## src/rtl/spi_target.sv

```systemverilog
// SPI mode-0 target for the j1a IO space.
// Pins are synchronised into clk; the CPU side uses UART-style strobes.
module spi_target #(
  parameter int         SYNC_STAGES = 2,
  parameter logic [7:0] FILL        = 8'hFF
) (
  input  logic       clk,
  input  logic       resetq,
  input  logic       sck,
  input  logic       mosi,
  input  logic       cs_n,
  output logic       miso,
  output logic       miso_oe,
  input  logic       rd,
  input  logic       wr,
  input  logic [7:0] tx_data,
  output logic [7:0] rx_data,
  output logic       valid,
  output logic       busy,
  output logic       overrun,
  output logic       selected
);

  typedef enum logic {
    S_IDLE,
    S_ACTIVE
  } state_t;

  state_t r_state;

  logic [SYNC_STAGES-1:0] r_sck_s;
  logic [SYNC_STAGES-1:0] r_mosi_s;
  logic [SYNC_STAGES-1:0] r_cs_s;
  logic                   r_sck_prev;
  logic                   r_cs_prev;

  logic [2:0] r_bitcnt;
  logic [7:0] r_rxsh;
  logic [7:0] r_txsh;
  logic [7:0] r_buf;
  logic       r_reload;
  logic       r_miso;
  logic       r_miso_oe;
  logic [7:0] r_rx_data;
  logic       r_valid;
  logic       r_busy;
  logic       r_ovr;

  logic       w_sck;
  logic       w_mosi;
  logic       w_cs;
  logic       w_sck_rise;
  logic       w_sck_fall;
  logic       w_cs_rise;
  logic       w_cs_fall;
  logic       w_idle;
  logic       w_act;
  logic [7:0] w_load;
  logic       w_consume;
  logic       w_wr_ctl;
  logic       w_wr_q;
  logic       w_done;

  assign w_sck  = r_sck_s[SYNC_STAGES-1];
  assign w_mosi = r_mosi_s[SYNC_STAGES-1];
  assign w_cs   = r_cs_s[SYNC_STAGES-1];

  assign w_sck_rise = w_sck & ~r_sck_prev;
  assign w_sck_fall = ~w_sck & r_sck_prev;
  assign w_cs_rise  = w_cs & ~r_cs_prev;
  assign w_cs_fall  = ~w_cs & r_cs_prev;

  assign w_idle = (r_state == S_IDLE);
  assign w_act  = (r_state == S_ACTIVE);

  assign w_load = r_busy ? r_buf : FILL;

  // The buffer is drained at frame start and on the fall after a byte.
  assign w_consume = (w_idle & w_cs_fall) |
                     (w_act & ~w_cs_rise & w_sck_fall & r_reload);

  assign w_wr_ctl = wr & ~r_busy & w_idle & (tx_data == 8'h00);
  assign w_wr_q   = wr & ~w_wr_ctl & (~r_busy | w_consume);

  assign w_done = w_act & ~w_cs_rise & w_sck_rise & (r_bitcnt == 3'd7);

  always_ff @(posedge clk or negedge resetq) begin
    if (!resetq) begin
      r_state    <= S_IDLE;
      r_sck_s    <= '0;
      r_mosi_s   <= '0;
      r_cs_s     <= '1;
      r_sck_prev <= 1'b0;
      r_cs_prev  <= 1'b1;
      r_bitcnt   <= 3'd0;
      r_rxsh     <= 8'h00;
      r_txsh     <= 8'h00;
      r_buf      <= 8'h00;
      r_reload   <= 1'b0;
      r_miso     <= 1'b0;
      r_miso_oe  <= 1'b0;
      r_rx_data  <= 8'h00;
      r_valid    <= 1'b0;
      r_busy     <= 1'b0;
      r_ovr      <= 1'b0;
    end else begin
      r_sck_s    <= {r_sck_s[SYNC_STAGES-2:0], sck};
      r_mosi_s   <= {r_mosi_s[SYNC_STAGES-2:0], mosi};
      r_cs_s     <= {r_cs_s[SYNC_STAGES-2:0], cs_n};
      r_sck_prev <= w_sck;
      r_cs_prev  <= w_cs;

      if (rd) r_valid <= 1'b0;
      if (w_wr_ctl) r_ovr <= 1'b0;

      if (w_wr_q) begin
        r_buf  <= tx_data;
        r_busy <= 1'b1;
      end else if (w_consume) begin
        r_busy <= 1'b0;
      end

      unique case (r_state)
        S_IDLE: begin
          r_miso_oe <= 1'b0;
          if (w_cs_fall) begin
            r_state   <= S_ACTIVE;
            r_bitcnt  <= 3'd0;
            r_reload  <= 1'b0;
            r_txsh    <= w_load;
            r_miso    <= w_load[7];
            r_miso_oe <= 1'b1;
          end
        end
        S_ACTIVE: begin
          if (w_cs_rise) begin
            r_state   <= S_IDLE;
            r_bitcnt  <= 3'd0;
            r_reload  <= 1'b0;
            r_rxsh    <= 8'h00;
            r_miso    <= 1'b0;
            r_miso_oe <= 1'b0;
          end else if (w_sck_rise) begin
            r_rxsh   <= {r_rxsh[6:0], w_mosi};
            r_bitcnt <= r_bitcnt + 3'd1;
            if (w_done) begin
              r_rx_data <= {r_rxsh[6:0], w_mosi};
              r_valid   <= 1'b1;
              r_reload  <= 1'b1;
              if (r_valid && !rd) r_ovr <= 1'b1;
            end
          end else if (w_sck_fall) begin
            if (r_reload) begin
              r_txsh   <= w_load;
              r_miso   <= w_load[7];
              r_reload <= 1'b0;
            end else begin
              r_txsh <= {r_txsh[6:0], 1'b0};
              r_miso <= r_txsh[6];
            end
          end
        end
        default: r_state <= S_IDLE;
      endcase
    end
  end

  assign miso     = r_miso;
  assign miso_oe  = r_miso_oe;
  assign rx_data  = r_rx_data;
  assign valid    = r_valid;
  assign busy     = r_busy;
  assign overrun  = r_ovr;
  assign selected = ~w_cs;

endmodule

```

## config.mk

```make
export PLATFORM = sky130hd
export DESIGN_NAME = spi_target
export DESIGN_NICKNAME = d
export VERILOG_FILES = /design/src/rtl/spi_target.sv
export SDC_FILE = /design/constraint.sdc
export NUM_CORES = 1
export LEC_CHECK = 0
export ABC_AREA = 1
export BUFFER_PORTS_ARGS = -buffer_cell sky130_fd_sc_hd__buf_2
export CAP_MARGIN = 20
export CORE_MARGIN = 2
export CORE_UTILIZATION = 48
export DETAILED_ROUTE_END_ITERATION = 12
export PLACE_DENSITY_LB_ADDON = 0.12
export SLEW_MARGIN = 10
export SYNTH_ARGS = -nofsm -noshare
export SYNTH_HDL_FRONTEND = slang
export SYNTH_SLANG_ARGS = --single-unit
```

## constraint.sdc

```tcl
create_clock -name clk -period 1.8 [get_ports clk]
set_clock_uncertainty 0.2 [all_clocks]
set_input_delay 0.27 -clock clk [delete_from_list [all_inputs] [get_ports clk]]
set_output_delay 0.27 -clock clk [all_outputs]
set_load 0.03 [all_outputs]
```

==> flow_summary.yaml <==
run_status:
  outcome: "finished clean"
clock_network:
  clock_tree.buffer_depth: 2
  insertion_delay_ns: 0.29
  cts_root_buf: "clkbuf_8"
  cts_tree: "yes"
  numCtsBuffers: 5
  cts_max_level: 2
  cts_setup_buffers: 0
  path_clk_slew_ns: 0.09
  cts_sinks: 48
place:
  numPlacedInstances: 296
  post-place-ws_ns: 0.106
  place_hpwl_um: 2570
  gp_congestion: 0.775
  port_buffers: 28
global_route:
  antenna_found_initial: 0
  gr-total-overflow: 0
  grt_usage: 0.158
  grt_max_degree: 49
  grt_pass1_vias: 1432
  grt_pass1_wl_um: 6330
die:
  die_h_um: 70.8
  core_um2: 4320
  ios: 29
  start_util: 0.495
  rows: 24
  die_area_um2: 5010
  die_x_um: 70.8
timing:
  tightestPinTransition_ns: 0.548
  timing.slew.headroom: 0.635
  fin_crit_ns: 1.69
  finalSetupTns_ns: 0
  fmax_ghz: 0.592
  rsz0062_at_grt: "false"
  slew_viol_final: 0
  hold_viol_final: 0
  setup-violations-final: 0
  fin_crit_sh: 0.938
  setup_slack_ns: 0.112
synth:
  synth.area.top_cells: "dfrtp_1, nand2_1, inv_1, dfstp_2, o21ai_2"
  yosys.cell_count.top_type: "nand2_1"
  synthDistinctLibCells: 25
  synthesis.nets: 235
  synth_ff_type: "dfrtp_1"
  synth_edf_count: 0
  async_flop_share: 1.00
  syn_area_um2: 2140
  ys_ff_latch: 48
  yosysWarningCount: 0
  yosysSeqAreaShare: 0.563
  yosys.area.top_type: "dfrtp_1"
  yosys-top-cells-count: "nand2_1, dfrtp_1, inv_1"
  post-synth-top-area-fraction: 0.526
  syn_avg_cell_area_um2: 9.83
  synthCells: 218
routing:
  ant_nets: 0
  postRouteWirelength_um: 3480
  drt_iter0_drc: 82
  via_count: 1465
  wl_per_cell_um: 11.3
  drtPass1Iterations: 4
  via_per_inst: 4.76
  drc: 0
worst_setup_path:
  critPathRequiredTime_ns: 1.79
  path_cells: "inv_8, nor2_2, nand2_2, nand2_4, nand3_4, nand2_1, nand2_1"
  slowest_delay_ns: 0.70
  start_kind: "flop"
  path_common_cell: "nand2_1"
  crit_type: "reg -> reg"
  worstRegToRegCells: 7
  cp_max_fo: 10
  cp_top_family: "flip-flops"
  cp-end-kind: "flop"
  slowest_stage: "dfrtp_1"
  cp.arrival_ns: 1.67
  cp.depth: 7
  crit_buf_inv: 1
power_and_ir_drop:
  combinationalPowerShare: 0.248
  p_sw_mw: 0.909
  p_per_area_nw_per_um2: 1100
  switching_share: 0.334
  p_int_mw: 1.81
  seqPwrFrac: 0.525
  clock_power_share: 0.227
  ir_drop_v: 0.000558
  p_leak_nw: 1.30
layout:
  nFillCells: 411
  areaGrowthSynthToFinish_pct: 15.1
  antenna_cells: 0
  fin_cells: 308
  multiInputGateArea_um2: 798
  layout.nets: 272
  regArea_um2: 1200
  drive_gt1_frac: 0.273
hold_path:
  hold_class: "in -> reg"
  hold_depth: 3
flow_run:
  maxCapViolCount: 0
-- metrics by stage --
stage	utilization	hold WS [ns]	power [mW]	instance area (µm²)
global route	0.570	0.0423	2.92	2460
global placement	0.541	0.0756	2.12	2340
detailed placement	0.541	0.0738	2.13	2340
floorplan	-	-0.226	1.94	2140
finish	0.570	0.0374	2.72	2460
CTS	0.570	0.0305	2.76	2460
-- worst min-delay path, delay by kind of cell --
family                 cells  cell delay (ns)
and+or+nand+nor            2             0.13
buffers and inverters      1             0.10
-- layer usage --
metal  global-route usage  vias to the layer above  share of wire
met2                0.242                       25           0.44
met4               0.0377                        0         0.0078
li1                     -                      772              -
met1                0.228                      664           0.53
met3               0.0427                        4          0.029
met5                    0                        -              0
-- worst paths after layout --
path                                      startpoint                     to  slack [ns]
max in group asynchronous                     resetq    r_cs_s[1]$_DFF_PN1_        0.84
worst min register to register  r_sck_s[0]$_DFF_PN0_   r_sck_s[1]$_DFF_PN0_        0.16
worst min-delay path                      tx_data[0]   r_buf[0]$_DFFE_PN0P_        0.04
min in group asynchronous                     resetq  r_rxsh[5]$_DFFE_PN0P_        0.29
worst max register to register     r_state$_DFF_PN0_   r_buf[5]$_DFFE_PN0P_        0.11
worst max-delay path               r_state$_DFF_PN0_   r_buf[5]$_DFFE_PN0P_        0.11
-- repair_timing --
| item | in CTS | in global routing |
|---|---|---|
| endpoints found under the setup margin | 0 | 0 |
| hold endpoints to repair | 48 | 0 |
| hold buffers | 4 | 0 |
| resized for setup | 0 | 0 |
-- cells in the final DEF (no fill, tap or decap), types with 7 or more instances in the layout --
cell type,synthesis,layout
nand3_1,11,11
o22ai_1,7,7
buf_2,0,28
dfrtp_1,45,45
nand2_1,69,69
o21ai_0,11,11
o21ai_2,8,8
nand4_1,8,8
inv_1,24,24
-- cell type report --
cell class                 count  share of cell area
sequential                    48               0.489
multi-input combinational    140               0.324
timing repair buffer          33              0.0812
inverter                      27              0.0442
clock buffer                   5              0.0279
tap                           52              0.0264
clock inverter                 3             0.00761
-- cells by family after synthesis --
logic type,share of synthesized area
flip-flops,0.563
AND/OR/NAND/NOR,0.269
adder cells (fa/ha/maj),0.0117
buffers and inverters,0.0648
AO/OA/AOI/OAI,0.0923
-- sequential cells by signal, summed over array words and instances (netlist names) --
register,cells
r_txsh,7
r_bitcnt,3
r_reload,1
r_cs_prev,1
miso,1
rx_data,8
r_buf,8
r_mosi_s,2
r_state,1
r_sck_s,2
r_cs_s,2
miso_oe,1
busy,1
r_rxsh,7
overrun,1
r_sck_prev,1
valid,1
-- power groups by stage --
stage | clock network (mW) | logic, mW | registers, mW
global placement | 0 | 0.665 | 1.45
CTS | 0.641 | 0.687 | 1.43
detailed placement | 0 | 0.677 | 1.45
floorplan | 0 | 0.504 | 1.44
global route | 0.679 | 0.784 | 1.45
finish | 0.617 | 0.674 | 1.43
Note: power is estimated with default switching activity, not from simulation.
